### src/rtl/ctrl_pkg.sv
// ctrl_pkg: shared encodings for the multi-cycle controller and the ALU.
//   - 4-bit FSM state encodings (also exported on the debug `state` port)
//   - opcode / funct field constants
//   - alu_control codes (the ALU decodes the same values)
//   - alu_src_b and pc_source select codes
//   - ctrl_word_t: one bundle holding every control output, plus its idle value
package ctrl_pkg;

   // FSM state encodings
   localparam logic [3:0] S_FETCH     = 4'd0;
   localparam logic [3:0] S_DECODE    = 4'd1;
   localparam logic [3:0] S_MEM_ADDR  = 4'd2;
   localparam logic [3:0] S_MEM_READ  = 4'd3;
   localparam logic [3:0] S_MEM_WB    = 4'd4;
   localparam logic [3:0] S_MEM_WRITE = 4'd5;
   localparam logic [3:0] S_EXECUTE   = 4'd6;
   localparam logic [3:0] S_ALU_WB    = 4'd7;
   localparam logic [3:0] S_BRANCH    = 4'd8;
   localparam logic [3:0] S_JUMP      = 4'd9;
   localparam logic [3:0] S_ADDI_EXEC = 4'd10;
   localparam logic [3:0] S_ADDI_WB   = 4'd11;

   // Opcodes (IR[31:26])
   localparam logic [5:0] OP_RTYPE = 6'b000000;
   localparam logic [5:0] OP_LW    = 6'b100011;
   localparam logic [5:0] OP_SW    = 6'b101011;
   localparam logic [5:0] OP_BEQ   = 6'b000100;
   localparam logic [5:0] OP_ADDI  = 6'b001000;
   localparam logic [5:0] OP_J     = 6'b000010;

   // R-type funct codes (IR[5:0])
   localparam logic [5:0] FN_ADD = 6'b100000;
   localparam logic [5:0] FN_SUB = 6'b100010;
   localparam logic [5:0] FN_AND = 6'b100100;
   localparam logic [5:0] FN_OR  = 6'b100101;
   localparam logic [5:0] FN_SLT = 6'b101010;

   // ALU operation codes
   localparam logic [2:0] ALU_AND = 3'b000;
   localparam logic [2:0] ALU_OR  = 3'b001;
   localparam logic [2:0] ALU_ADD = 3'b010;
   localparam logic [2:0] ALU_SUB = 3'b011;
   localparam logic [2:0] ALU_SLT = 3'b100;

   // ALU B input selects
   localparam logic [1:0] SRCB_B       = 2'b00;
   localparam logic [1:0] SRCB_FOUR    = 2'b01;
   localparam logic [1:0] SRCB_IMM     = 2'b10;
   localparam logic [1:0] SRCB_IMM_SH2 = 2'b11;

   // PC input selects
   localparam logic [1:0] PCSRC_ALU    = 2'b00;
   localparam logic [1:0] PCSRC_ALUOUT = 2'b01;
   localparam logic [1:0] PCSRC_JUMP   = 2'b10;

   typedef struct packed {
      logic       pc_write_en;
      logic       i_or_d;
      logic       mem_read;
      logic       mem_write;
      logic       ir_write;
      logic       reg_write;
      logic       reg_dst;
      logic       mem_to_reg;
      logic       alu_src_a;
      logic [1:0] alu_src_b;
      logic [2:0] alu_control;
      logic [1:0] pc_source;
      logic       illegal_op;
   } ctrl_word_t;

   // Idle control word: nothing enabled, selects at 0, ALU defaults to ADD.
   function automatic ctrl_word_t ctrl_idle();
      ctrl_word_t w;
      w.pc_write_en = 1'b0;
      w.i_or_d      = 1'b0;
      w.mem_read    = 1'b0;
      w.mem_write   = 1'b0;
      w.ir_write    = 1'b0;
      w.reg_write   = 1'b0;
      w.reg_dst     = 1'b0;
      w.mem_to_reg  = 1'b0;
      w.alu_src_a   = 1'b0;
      w.alu_src_b   = SRCB_B;
      w.alu_control = ALU_ADD;
      w.pc_source   = PCSRC_ALU;
      w.illegal_op  = 1'b0;
      return w;
   endfunction

endpackage

### src/rtl/alu_control_decoder.sv
// alu_control_decoder: combinational R-type funct -> ALU operation decode.
//   funct       in  6 : IR[5:0]
//   alu_control out 3 : ALU operation (ADD when funct is unsupported)
//   funct_valid out 1 : 1 when funct is one of the supported R-type codes
module alu_control_decoder
   import ctrl_pkg::*;
(
   input  logic [5:0] funct,
   output logic [2:0] alu_control,
   output logic       funct_valid
);

   // Map funct to ALU operation; unknown codes fall back to ADD and flag invalid
   always_comb begin
      alu_control = ALU_ADD;
      funct_valid = 1'b0;
      case (funct)
         FN_ADD: begin alu_control = ALU_ADD; funct_valid = 1'b1; end
         FN_SUB: begin alu_control = ALU_SUB; funct_valid = 1'b1; end
         FN_AND: begin alu_control = ALU_AND; funct_valid = 1'b1; end
         FN_OR:  begin alu_control = ALU_OR;  funct_valid = 1'b1; end
         FN_SLT: begin alu_control = ALU_SLT; funct_valid = 1'b1; end
         default: begin alu_control = ALU_ADD; funct_valid = 1'b0; end
      endcase
   end

endmodule

### src/rtl/multicycle_control.sv
// multicycle_control: multi-cycle FSM sequencing fetch/decode/execute/memory/
// writeback and driving every datapath select and write enable.
//   clk, reset        : single clock, synchronous active-high reset
//   opcode, funct     : IR fields, stable from DECODE until the next FETCH
//   zero              : ALU zero flag, used live in BRANCH
//   mem_ready         : memory completes the access (FETCH/MEM_READ/MEM_WRITE)
//   pc_write_en .. pc_source : datapath control, combinational from state
//   illegal_op        : one-cycle pulse on unsupported opcode/funct
//   state             : current FSM state (debug)
module multicycle_control
   import ctrl_pkg::*;
(
   input  logic       clk,
   input  logic       reset,
   input  logic [5:0] opcode,
   input  logic [5:0] funct,
   input  logic       zero,
   input  logic       mem_ready,
   output logic       pc_write_en,
   output logic       i_or_d,
   output logic       mem_read,
   output logic       mem_write,
   output logic       ir_write,
   output logic       reg_write,
   output logic       reg_dst,
   output logic       mem_to_reg,
   output logic       alu_src_a,
   output logic [1:0] alu_src_b,
   output logic [2:0] alu_control,
   output logic [1:0] pc_source,
   output logic       illegal_op,
   output logic [3:0] state
);

   logic [3:0] state_r;
   logic [3:0] next_state_s;
   ctrl_word_t ctrl_s;
   logic [2:0] dec_alu_control_s;
   logic       dec_funct_valid_s;

   alu_control_decoder u_alu_control_decoder (
      .funct       (funct),
      .alu_control (dec_alu_control_s),
      .funct_valid (dec_funct_valid_s)
   );

   // State register; the only storage element in the controller
   always_ff @(posedge clk) begin
      if (reset) begin
         state_r <= S_FETCH;
      end else begin
         state_r <= next_state_s;
      end
   end

   // Per-state control word and next-state selection
   always_comb begin
      ctrl_s       = ctrl_idle();
      next_state_s = S_FETCH;
      case (state_r)
         S_FETCH: begin
            ctrl_s.mem_read  = 1'b1;
            ctrl_s.alu_src_b = SRCB_FOUR;
            if (mem_ready) begin
               ctrl_s.ir_write    = 1'b1;
               ctrl_s.pc_write_en = 1'b1;
               next_state_s       = S_DECODE;
            end else begin
               next_state_s = S_FETCH;
            end
         end
         S_DECODE: begin
            // ALU precomputes the branch target while the opcode is decoded
            ctrl_s.alu_src_b = SRCB_IMM_SH2;
            case (opcode)
               OP_LW, OP_SW: next_state_s = S_MEM_ADDR;
               OP_RTYPE:     next_state_s = S_EXECUTE;
               OP_BEQ:       next_state_s = S_BRANCH;
               OP_ADDI:      next_state_s = S_ADDI_EXEC;
               OP_J:         next_state_s = S_JUMP;
               default: begin
                  ctrl_s.illegal_op = 1'b1;
                  next_state_s      = S_FETCH;
               end
            endcase
         end
         S_MEM_ADDR: begin
            ctrl_s.alu_src_a = 1'b1;
            ctrl_s.alu_src_b = SRCB_IMM;
            if (opcode == OP_LW) begin
               next_state_s = S_MEM_READ;
            end else if (opcode == OP_SW) begin
               next_state_s = S_MEM_WRITE;
            end else begin
               next_state_s = S_FETCH;
            end
         end
         S_MEM_READ: begin
            ctrl_s.mem_read = 1'b1;
            ctrl_s.i_or_d   = 1'b1;
            if (mem_ready) begin
               next_state_s = S_MEM_WB;
            end else begin
               next_state_s = S_MEM_READ;
            end
         end
         S_MEM_WB: begin
            ctrl_s.reg_write  = 1'b1;
            ctrl_s.mem_to_reg = 1'b1;
            next_state_s      = S_FETCH;
         end
         S_MEM_WRITE: begin
            ctrl_s.mem_write = 1'b1;
            ctrl_s.i_or_d    = 1'b1;
            if (mem_ready) begin
               next_state_s = S_FETCH;
            end else begin
               next_state_s = S_MEM_WRITE;
            end
         end
         S_EXECUTE: begin
            ctrl_s.alu_src_a = 1'b1;
            ctrl_s.alu_src_b = SRCB_B;
            if (dec_funct_valid_s) begin
               ctrl_s.alu_control = dec_alu_control_s;
               next_state_s       = S_ALU_WB;
            end else begin
               ctrl_s.alu_control = ALU_ADD;
               ctrl_s.illegal_op  = 1'b1;
               next_state_s       = S_FETCH;
            end
         end
         S_ALU_WB: begin
            ctrl_s.reg_write = 1'b1;
            ctrl_s.reg_dst   = 1'b1;
            next_state_s     = S_FETCH;
         end
         S_BRANCH: begin
            // Live zero flag decides the PC write; ALUOut holds the target
            ctrl_s.alu_src_a   = 1'b1;
            ctrl_s.alu_src_b   = SRCB_B;
            ctrl_s.alu_control = ALU_SUB;
            ctrl_s.pc_source   = PCSRC_ALUOUT;
            ctrl_s.pc_write_en = zero;
            next_state_s       = S_FETCH;
         end
         S_JUMP: begin
            ctrl_s.pc_source   = PCSRC_JUMP;
            ctrl_s.pc_write_en = 1'b1;
            next_state_s       = S_FETCH;
         end
         S_ADDI_EXEC: begin
            ctrl_s.alu_src_a = 1'b1;
            ctrl_s.alu_src_b = SRCB_IMM;
            next_state_s     = S_ADDI_WB;
         end
         S_ADDI_WB: begin
            ctrl_s.reg_write = 1'b1;
            next_state_s     = S_FETCH;
         end
         default: begin
            // Unreachable encodings recover to FETCH with everything idle
            ctrl_s       = ctrl_idle();
            next_state_s = S_FETCH;
         end
      endcase
   end

   // Enables and illegal_op are suppressed while reset is held
   assign pc_write_en = ctrl_s.pc_write_en & ~reset;
   assign mem_read    = ctrl_s.mem_read    & ~reset;
   assign mem_write   = ctrl_s.mem_write   & ~reset;
   assign ir_write    = ctrl_s.ir_write    & ~reset;
   assign reg_write   = ctrl_s.reg_write   & ~reset;
   assign illegal_op  = ctrl_s.illegal_op  & ~reset;
   assign i_or_d      = ctrl_s.i_or_d;
   assign reg_dst     = ctrl_s.reg_dst;
   assign mem_to_reg  = ctrl_s.mem_to_reg;
   assign alu_src_a   = ctrl_s.alu_src_a;
   assign alu_src_b   = ctrl_s.alu_src_b;
   assign alu_control = ctrl_s.alu_control;
   assign pc_source   = ctrl_s.pc_source;
   assign state       = state_r;

endmodule

### config.mk
export PLATFORM = sky130hd
export DESIGN_NAME = multicycle_control
export DESIGN_NICKNAME = d
export VERILOG_FILES = /design/src/rtl/ctrl_pkg.sv /design/src/rtl/alu_control_decoder.sv /design/src/rtl/multicycle_control.sv
export SDC_FILE = /design/constraint.sdc
export NUM_CORES = 1
export LEC_CHECK = 0
export BUFFER_PORTS_ARGS = -buffer_cell sky130_fd_sc_hd__buf_4
export CELL_PAD_IN_SITES_DETAIL_PLACEMENT = 1
export CELL_PAD_IN_SITES_GLOBAL_PLACEMENT = 2
export CORE_ASPECT_RATIO = 0.7
export CORE_UTILIZATION = 20
export DETAILED_ROUTE_END_ITERATION = 12
export PLACE_DENSITY_LB_ADDON = 0.25
export SLEW_MARGIN = 10
export SYNTH_ARGS = -nofsm -noshare
export SYNTH_HDL_FRONTEND = slang
export SYNTH_SLANG_ARGS = --single-unit
### constraint.sdc
create_clock -name clk -period 1.5 [get_ports clk]
set_input_delay 0.3 -clock clk [delete_from_list [all_inputs] [get_ports clk]]
set_output_delay 0.3 -clock clk [all_outputs]
set_load 0.01 [all_outputs]
; Word level (Yosys, flattened, before mapping)
; Index checks and enable logic that the tools add are counted.
[op_classes]
eq_ne = 21
reduce_logical = 10
muxes = 27
bitwise_logic = 7
[op_table]
columns = op, count
row1 = $eq A6 B6 Y1 const B, 7
row2 = $pmux W4 S7, 1
row3 = $pmux W4 S5, 1
row4 = $eq A4 B3 Y1 const B, 4
row5 = $eq A4 B4 Y1 const B, 4
row6 = $mux W3, 5
row7 = $mux W1, 13
row8 = $pmux W3 S4, 1
row9 = $eq A4 B2 Y1 const B, 2
row10 = $reduce_or A2 Y1, 4
row11 = $and A1 B1 Y1, 6
row12 = $eq A6 B2 Y1 const B, 1
row13 = $eq A6 B3 Y1 const B, 1
row14 = $eq A6 B4 Y1 const B, 1
row15 = $logic_not A6 Y1, 1
row16 = $pmux W2 S3, 1
row17 = $pmux W3 S2, 1
row18 = $reduce_or A6 Y1, 1
row19 = $reduce_or A5 Y1, 1
row20 = $eq A4 B1 Y1 const B, 1
row21 = $logic_not A4 Y1, 1
row22 = $mux W4, 1
row23 = $pmux W2 S2, 1
row24 = $reduce_or A4 Y1, 1
row25 = 4 further kinds, 4
[word_totals]
out_inout_bits = 21
input_bits = 16
regBits = 4

; Longest topological paths before layout
[depth]
depth_word = 6
depth_mapped = 5
depth_no_buf = 4

; Modules after synthesis
; From an unflattened synthesis, not the netlist that was laid out.
[unflattened]
hier_cells = 97
area_unflattened_um2 = 679.4
[modules_own_cells]
columns = mod, cells_per_inst, instances, area_per_inst_um2
row1 = multicycle_control, 86, 1, 588.1
row2 = alu_control_decoder, 11, 1, 91.3

; Least setup slack after synthesis
; Ideal clock, no wire load.
[synth_timing]
path_kind = reg-to-output
start = reg state_r[3], in the netlist state[3]
end = out alu_control[0]
stages_incl_launch_ff = 5
path_buffers = 1
slack_ps = -130
arrival_ps = 1330
path_cell_list = dfxtp_1 buf_6 nand2b_4 or3_1 o31ai_2
[synth_via]
elab_chain_cells = 2
word_cells_on_any_way = 3
[synth_lines]
columns = item, line_no
row1 = "start, declared", multicycle_control.sv:35  ; logic [3:0] state_r;
row2 = "start signal, assigned", multicycle_control.sv:52  ; state_r <= next_state_s;
row3 = $eq A4 B4 Y1 / $eq A4 B3 Y1 (equally long branches), multicycle_control.sv:60  ; case (state_r)
row4 = $pmux W3 S2 (*), multicycle_control.sv:60
row5 = "end, declared", multicycle_control.sv:29  ; output logic [2:0] alu_control,
; Every way passes the cells marked *; elsewhere a longest branch is shown, timed or not.

; Final worst setup path
; Ends and elaborated chain as after synthesis.

==> results.json <==
{
  "postRouteAntennaNets": 0,
  "coreArea_um2": 3210,
  "syn_avg_cell_area_um2": 6.91,
  "crit_type": "flip-flop to output port",
  "synth.area.top_cells": "dfxtp_1 (12%), a21oi_1 (8.7%), nand2b_1 (7.2%)",
  "worstPathCellList": "nand2b_4 > or3_4 > o31ai_4 > buf_4",
  "cts_tree": "done",
  "synth_top_cell_area_share": 0.116,
  "rows": 17,
  "fmax_ghz": 0.579,
  "violations": "negative setup slack",
  "fin_ws_ns": -0.228,
  "grt_pass1_wl_um": 4460,
  "whs_ns": 0.389,
  "hold_depth": 2,
  "first_iter_violations": 30,
  "cp_slowest_cell": "or3_4",
  "cp_top_family": "simple AND/OR/NAND/NOR gates",
  "timing.rr.end": "state[0]$_SDFF_PP0_",
  "worstMarginPinSlew_ns": 0.308,
  "ir_drop_uv": 158,
  "antenna_found_initial": 0,
  "dr.pass1.iters": 4,
  "hold_path_class": "input pin to flip-flop",
  "start_util": 0.215,
  "cts_sinks": 4,
  "synth.most_common_cell": "a21oi_1",
  "cts_max_level": 1,
  "io_buffers": 36,
  "ys.warnings.count": 0,
  "dieHeight_um": 51.2,
  "report.final.slew_viol_count": 0,
  "slew_headroom": 0.793,
  "syn_nets": 116,
  "worst-r2r-setup-slack_ns": 0.01,
  "cp-end-kind": "output port",
  "drive_gt1_frac": 0.667,
  "synthTopCellsByCount": "a21oi_1 (12), nor2_1 (11), nand2b_1 (8), nor3_1 (8), nand2_1 (7)",
  "synth_top_cell_by_area": "dfxtp_1",
  "vias": 1019,
  "cts-root-buf": "clkbuf_8",
  "synth_flop_cell": "dfxtp_1",
  "multi_input_area_um2": 737,
  "p_leak_nw": 0.649,
  "nets": 186,
  "dp_hpwl_um": 2060,
  "insertedDiodeCount": 0,
  "tns_ns": -1.11,
  "fill_cells": 391,
  "mappedNetlistArea_um2": 691,
  "synth_edf_count": 0,
  "whs_endpoint": "state[3]$_SDFF_PP0_",
  "period_minus_slack_ns": 1.73,
  "cp.arrival_ns": 1.43,
  "drt_wl_total_um": 3170,
  "synth.distinct_cells": 39,
  "reg2regPathDepth": 5,
  "cts_hold_buf": 0,
  "outcome": "finished, violations left",
  "grt_max_degree": 19,
  "fin_skew_ns": 0.000237,
  "required_ns": 1.20,
  "drc": 0,
  "largest_reg_flops": 4,
  "syn_inst": 100,
  "synth-seq-cells": 4,
  "cp.buffers_inverters": 1,
  "clkTransAtPathRegs_ns": 0.03,
  "fp.dieW_um": 72.2,
  "grt.total_usage": 0.156,
  "design_area_um2": 1560,
  "avgRoutedWirePerCell_um": 14.7,
  "critPathMaxFanout": 3,
  "cts_buffer_depth": 2,
  "period_share": 1.15,
  "start_kind": "flip-flop",
  "area_growth_pct": 126,
  "utilization": 0.487,
  "gp_congestion": 0.728,
  "cts_buffers": 3,
  "vias_per_cell": 4.74,
  "cpPeakStageDelay_ns": 0.39,
  "rsz0062_at_grt": "true",
  "ys_seq_area_frac": 0.116,
  "setup_viol": 11,
  "ff_latch_area_um2": 92.6,
  "grt-ovfl-total": 0,
  "post_dp_cell_area_um2": 1180,
  "maxCapViolCount": 0,
  "cellPowerDensity_nw_per_um2": 362,
  "ios": 37,
  "r2r-start": "state[2]$_SDFF_PP0_",
  "grt_pass1_vias": 968,
  "clock_latency_ns": 0.21,
  "synthArstFlopShare": 0,
  "hold_start": "reset",
  "hold_violations": 0,
  "die_area_um2": 3700
}
through the flow:
stage                     worst slack (ns)  total power, mW  cells
after floorplan                    -0.0283            0.187    100
final                               -0.228            0.566    215
after global routing                -0.282            0.599    215
after detailed placement            -0.175            0.287    199
after CTS                           -0.234            0.530    209
after global placement              -0.143            0.283    199
worst max path at each step:
stage	cells after the start	slack [ns]	startpoint	endpoint
floorplan	4	-0.03	state[3]$_SDFF_PP0_	alu_control[0]
global placement	5	-0.14	funct[4]	alu_control[0]
detailed placement	5	-0.18	funct[4]	alu_control[0]
CTS	4	-0.23	state[3]$_SDFF_PP0_	alu_control[0]
global route	4	-0.28	state[3]$_SDFF_PP0_	alu_control[0]
finish	4	-0.23	state[3]$_SDFF_PP0_	alu_control[0]
cell usage in the layout (no fill, tap or decap), types with 3 or more instances in the layout:
cell type / n
a21oi_1: 7
a21oi_2: 3
buf_4: 60
buf_6: 10
clkbuf_8: 3
dfxtp_4: 3
nand2_1: 6
nand2b_1: 3
nand2b_4: 6
nor2_1: 9
nor3_1: 4
nor3_2: 4
report_power, final:
part	leakage (nW)	switching, mW	total, mW	internal (mW)
Combinational	0.592	0.106	0.235	0.128
Clock	0.0216	0.0521	0.223	0.171
Sequential	0.0352	0.00284	0.108	0.105
Total	0.649	0.161	0.566	0.404
per-layer routing:
layer  track usage  wire length (um)  vias up
met5             0                 0        -
met4        0.0490                25        0
met3        0.0118                99        4
met2         0.268              1640       24
met1         0.207              1400      488
li1              -                 -      503
repair_timing:
| item | CTS | global route |
|---|---|---|
| setup buffers | 7 | 7 |
| cloned | 0 | 0 |
| gates resized for setup | 25 | 28 |
| endpoints found under the setup margin | 14 | 18 |
| pin swaps | 5 | 11 |
cell type report:
type                    instances  area share
flip-flops and latches          4      0.0592
multi-input cells              85       0.472
repair buffers                 73       0.396
well taps                      47      0.0376
inverters                       3     0.00961
clock buffers                   3      0.0264
kinds of logic after synthesis:
logic type             share of synthesized area
AND/OR/NAND/NOR                            0.467
flip-flops                                 0.116
buffers and inverters                     0.0978
XOR/XNOR                                  0.0254
AO/OA/AOI/OAI                              0.261
multiplexers                              0.0326
No activity file was read; power rests on OpenSTA's default activity.
